### src/rtl/wb_arbiter.sv
// rtl/wb_arbiter.sv - writeback arbiter: pipeline wb priority over an in-order long-latency result FIFO, busy scoreboard, starve stall
// Optional macro WB_ARBITER_BYPASS_EN: an lu result arriving at an empty FIFO with no wb goes straight to rf.
module wb_arbiter #(
    parameter int DEPTH        = 4,
    parameter int STARVE_LIMIT = 8
) (
    input  logic                     clk,
    input  logic                     reset,
    input  logic                     wb_valid,
    input  logic [4:0]               wb_reg,
    input  logic [31:0]              wb_data,
    input  logic                     lu_valid,
    output logic                     lu_ready,
    input  logic [4:0]               lu_reg,
    input  logic [31:0]              lu_data,
    input  logic                     issue_valid,
    input  logic [4:0]               issue_reg,
    output logic [31:0]              busy,
    output logic [4:0]               rf_reg,
    output logic [31:0]              rf_data,
    output logic                     stall_req,
    output logic [$clog2(DEPTH):0]   fifo_count
);
    localparam int AW = $clog2(DEPTH);
    localparam int CW = AW + 1;
    localparam int SW = $clog2(STARVE_LIMIT + 1);

    logic [4:0]    r_mem_reg  [DEPTH];
    logic [31:0]   r_mem_data [DEPTH];
    logic [AW-1:0] r_wptr, r_rptr;
    logic [CW-1:0] r_count;
    logic [SW-1:0] r_starve;
    logic [31:0]   r_busy;
    logic [4:0]    r_rf_reg;
    logic [31:0]   r_rf_data;
    logic          r_stall;

    logic          w_wb, w_empty, w_accept, w_push, w_pop;
    logic [4:0]    w_head_reg;
    logic [31:0]   w_head_data;
    logic [CW-1:0] w_count_next;
    logic [SW-1:0] w_starve_next;
    logic [31:0]   w_busy_next;

    // A wb to r0 is not a real write, so it leaves the rf slot free for a pop.
    assign w_wb        = wb_valid && (wb_reg != 5'd0);
    assign w_empty     = (r_count == '0);
    assign lu_ready    = (r_count != CW'(DEPTH));
    assign w_accept    = lu_valid && lu_ready;
    assign w_pop       = !w_wb && !w_empty;
    assign w_head_reg  = r_mem_reg[r_rptr];
    assign w_head_data = r_mem_data[r_rptr];

`ifdef WB_ARBITER_BYPASS_EN
    logic w_byp;
    assign w_byp  = w_empty && w_accept && !w_wb;
    assign w_push = w_accept && !w_byp;
`else
    assign w_push = w_accept;
`endif

    always_comb begin
        w_count_next = r_count;
        if (w_push && !w_pop)
            w_count_next = r_count + CW'(1);
        else if (w_pop && !w_push)
            w_count_next = r_count - CW'(1);
    end

    always_comb begin
        w_starve_next = r_starve;
        if (w_empty || w_pop)
            w_starve_next = '0;
        else if (r_starve != SW'(STARVE_LIMIT))
            w_starve_next = r_starve + SW'(1);
    end

    // Clears first, then the issue set, so a same-edge set of the same register wins.
    always_comb begin
        w_busy_next = r_busy;
        if (w_pop)
            w_busy_next[w_head_reg] = 1'b0;
`ifdef WB_ARBITER_BYPASS_EN
        if (w_byp)
            w_busy_next[lu_reg] = 1'b0;
`endif
        if (issue_valid)
            w_busy_next[issue_reg] = 1'b1;
        w_busy_next[0] = 1'b0;
    end

    always_ff @(posedge clk) begin
        if (w_push) begin
            r_mem_reg[r_wptr]  <= lu_reg;
            r_mem_data[r_wptr] <= lu_data;
        end
    end

    always_ff @(posedge clk or posedge reset) begin
        if (reset) begin
            r_wptr    <= '0;
            r_rptr    <= '0;
            r_count   <= '0;
            r_starve  <= '0;
            r_stall   <= 1'b0;
            r_busy    <= '0;
            r_rf_reg  <= '0;
            r_rf_data <= '0;
        end else begin
            if (w_push)
                r_wptr <= r_wptr + AW'(1);
            if (w_pop)
                r_rptr <= r_rptr + AW'(1);
            r_count  <= w_count_next;
            r_starve <= w_starve_next;
            r_stall  <= (w_starve_next == SW'(STARVE_LIMIT));
            r_busy   <= w_busy_next;
            if (w_wb) begin
                r_rf_reg  <= wb_reg;
                r_rf_data <= wb_data;
            end else if (w_pop) begin
                r_rf_reg  <= w_head_reg;
                r_rf_data <= w_head_data;
`ifdef WB_ARBITER_BYPASS_EN
            end else if (w_byp) begin
                r_rf_reg  <= lu_reg;
                r_rf_data <= lu_data;
`endif
            end else begin
                r_rf_reg  <= '0;
                r_rf_data <= '0;
            end
        end
    end

    assign busy       = r_busy;
    assign rf_reg     = r_rf_reg;
    assign rf_data    = r_rf_data;
    assign stall_req  = r_stall;
    assign fifo_count = r_count;
endmodule

### config.mk
export PLATFORM = sky130hd
export DESIGN_NAME = wb_arbiter
export DESIGN_NICKNAME = d
export VERILOG_FILES = /design/src/rtl/wb_arbiter.sv
export SDC_FILE = /design/constraint.sdc
export NUM_CORES = 1
export LEC_CHECK = 0
export ABC_CLOCK_PERIOD_IN_PS = 3050
export CAP_MARGIN = 20
export CORE_MARGIN = 4
export CORE_UTILIZATION = 35
export CTS_BUF_LIST = sky130_fd_sc_hd__clkbuf_8
export DETAILED_ROUTE_END_ITERATION = 8
export PLACE_DENSITY = 0.61
export SLEW_MARGIN = 20
export SYNTH_ARGS = -nofsm -noshare
export SYNTH_HDL_FRONTEND = slang
export SYNTH_SLANG_ARGS = --single-unit
### constraint.sdc
create_clock -name clk -period 3.05 [get_ports clk]
set_input_delay 0.7625 -clock clk [delete_from_list [all_inputs] [get_ports clk]]
set_output_delay 0.7625 -clock clk [all_outputs]
set_load 0.03 [all_outputs]
==> impl_results.md <==
- Status: finished clean
- Internal power: 7611 uW
- Hold_buf cts: 0
- Unrepaired setup endpoints after global routing: false
- Die width: 168.1 microns
- Critical path class: flop to output port
- Final worst-path cycle share: 87.48%
- Post-synth top area share: 49.51%
- Number of iterations in the first detailed-routing pass: 5
- Clk_skew: 39.05 ps
- Starting Density: 35.65%
- Post-Syn Nets: 683
- Hpwl dp: 13,350 microns
- Via count: 5,513
- Mapped Cells: 591
- Maxcap violations: 0
- Critical Path Source Type: flop
- Yosys reg bits: 228
- FP Rows: 58
- Setup bufs post-CTS: 0
- Syn_area_per_cell: 15.19 sq um
- Longest Clk Path Bufs: 3
- Fmax: 0.3748 GHz
- Routability Congestion: 0.8080
- Clk slew on worst S/H paths: 60 ps
- Post-route cell area: 0.01185 sq mm
- Syn-to-layout area delta: 32.00%
- Most used DFF post-synth: edfxtp_1
- DRC viols: 0
- Final setup violation count: 0
- Synth cell types: 42
- Routed Antenna Nets: 0
- Fin crit period: 2668 ps
- Setup TNS Final: 0 ps
- Largest net degree at the start of global routing: 81
- P_sw: 4142 uW
- DR WL/cell: 18.26 microns
- Post-Syn Area: 0.008976 sq mm
- CTS tree: yes
- Slew Limit Fails: 0
- Reg power frac: 38.7%
- Register area share after synthesis: 71.81%
- Reg2reg setup slack: 760 ps
- Post-Route WL: 20,780 microns
- Ports: 158
- Diode count: 0
- Critical path capture point type: output port
- Max_slew headroom: 54.87%
- Worst setup endpoint: lu_ready
- Largest Register: r_mem_data
- Critical path origin: fifo_count[0]$_DFFE_PP0P_
- Die height: 168.1 microns
- Switch share: 35.24%
- Critical Path AT: 1910 ps
- Root cell of the clock tree: clkbuf_8
- Ys Warns: 0
- Worst VDD drop: 0.5035 mV
- Lkg Pwr: 0.004393 uW
- Worst-case reg-to-reg path depth: 4
- Gr usage total: 14.78%
- Reg2Reg Launch Point: r_rptr[0]$_DFFE_PP0P_
- Final Hold Vio Count: 0
- Worst-skew pair later-pin latency: 540 ps
- CTS Buf Count: 40
- Die area: 0.02827 sq mm
- Post-CTS resize count: 0
- CTS sink count: 228
- Leading area contributor after synthesis: edfxtp_1
- Initial antenna violation count: 0
- Crit path max fanout: 6
- Buffers on Ports: 156
- Critical Path RT: 2290 ps
- Ys async rst share: 35.09%
- Fin nets: 868
- Global-route wire length before repair: 33,060 microns
- Comb power frac: 37.1%
- Top cells by area, synth: edfxtp_1, dfrtp_1, mux4_2
- Hold WC Path Type: flop to flop
- Layout cells sized above 1: 16.83%
- Vias/cell: 4.844
- Reg2Reg Capture Point: busy[18]$_DFF_PP0_
- Core Box Area: 0.02518 sq mm
- Placement Cell Area: 0.01102 sq mm
- Clock share of power: 24.1%
- Max reg flops: 128
- Post-synth EDFFs: 148
- WHS: 517.4 ps
- Vias in the first global route: 5,783
- P per Cell Area: 991.9 mW/mm^2
- Total global routing overflow: 0
- H-tree levels: 2
- Worst-margin pin slew: 676.9 ps
- Drt initial violations: 408
cells in the mapped netlist, types with 4 or more instances:
cell,instances
a21oi_1,18
a31oi_1,5
and3_1,8
buf_1,4
buf_2,6
clkbuf_1,17
dfrtp_1,80
edfxtp_1,148
ha_1,7
inv_1,6
mux4_2,37
nand2_1,77
nand3_1,4
nand3b_1,6
nor2_1,57
nor3_1,14
nor3b_1,4
o21ai_0,39
o21ai_1,5
o41ai_1,6
or3b_2,4
xnor2_1,6
final cells by class:
class                      instances  area (sq um)
multi-input combinational        325          2372
clock inverter                    27         185.2
tap                              330         412.9
inverter                           8         31.28
timing repair buffer             173          1752
fill                            2221         13330
sequential                       228          6449
clock buffer                      47         646.9
layer usage:
layer  vias to the layer above  GRT usage [%]  share of wire, %
met5                         -              0                 0
met1                      2734          20.19                44
li1                       2570              -                 -
met3                        19          4.555               7.7
met4                         0          3.846               1.1
met2                       190          23.24                47
stage by stage:
step / power [uW] / util, % / worst slack, ps / cells
finish: 11750 / 47.05 / 382.0 / 1138
detailed placement: 9051 / 43.75 / 130.6 / 1064
global route: 12470 / 47.05 / 237.3 / 1138
global placement: 9015 / 43.75 / 184.6 / 1064
floorplan: 7275 / - / 235.8 / 591
CTS: 11950 / 47.05 / 319.2 / 1138
worst min-delay path by stage:
stage	from	to	slack (ps)	cells past startpoint
5_1_grt	busy[30]$_DFF_PP0_	busy[30]$_DFF_PP0_	540	2
3_3_place_gp	busy[30]$_DFF_PP0_	busy[30]$_DFF_PP0_	490	2
4_1_cts	busy[3]$_DFF_PP0_	busy[3]$_DFF_PP0_	510	2
3_5_place_dp	busy[3]$_DFF_PP0_	busy[3]$_DFF_PP0_	500	2
2_1_floorplan	r_wptr[1]$_DFFE_PP0P_	r_wptr[1]$_DFFE_PP0P_	530	1
6_report	busy[3]$_DFF_PP0_	busy[3]$_DFF_PP0_	520	2
power by group through the flow:
stage	registers (uW)	logic, uW	clock network [uW]
3_5_place_dp	4610	4440	0
5_1_grt	4640	4710	3110
4_1_cts	4560	4450	2940
3_3_place_gp	4600	4420	0
6_report	4550	4360	2840
2_1_floorplan	5300	1970	0
cells in the final DEF (no fill, tap or decap), types with 3 or more instances in the layout:
master	instances
clkinv_2	10
nor3b_1	4
buf_4	12
mux2i_1	3
nand2_1	77
clkinv_1	3
o41ai_1	6
and3_1	4
clkbuf_8	47
nor2_1	57
nand3_1	4
xnor2_1	6
mux2_2	3
clkdlybuf4s50_1	156
edfxtp_1	148
nand3b_1	6
nor3_1	14
inv_1	15
ha_1	7
a21oi_1	18
or3b_2	4
o21ai_0	39
o31ai_1	3
o21ai_1	5
dfrtp_1	78
buf_12	5
a31oi_1	5
mux4_2	37
and3_2	4
logic make-up (layout without fill, tap and decap cells):
| family | Yosys count | count (layout) | synth area share (%) |
|---|---|---|---|
| buffers and inverters | 38 | 255 | 1.840 |
| multiplexers | 43 | 43 | 9.994 |
| XOR/XNOR | 8 | 8 | 0.7806 |
| AO/OA/AOI/OAI | 78 | 78 | 4.837 |
| adder cells (fa/ha/maj) | 8 | 8 | 1.199 |
| flip-flops | 228 | 228 | 71.81 |
| AND/OR/NAND/NOR | 187 | 187 | 9.493 |
| other | 1 | 1 | 0.04178 |
critical path, cell delays in order (launching register included):
cell and delay [ps]:
dfrtp_1 460, nor2_1 80, nand2_1 140, clkdlybuf4s50_1 720
Power figures use the tool's default switching activity.
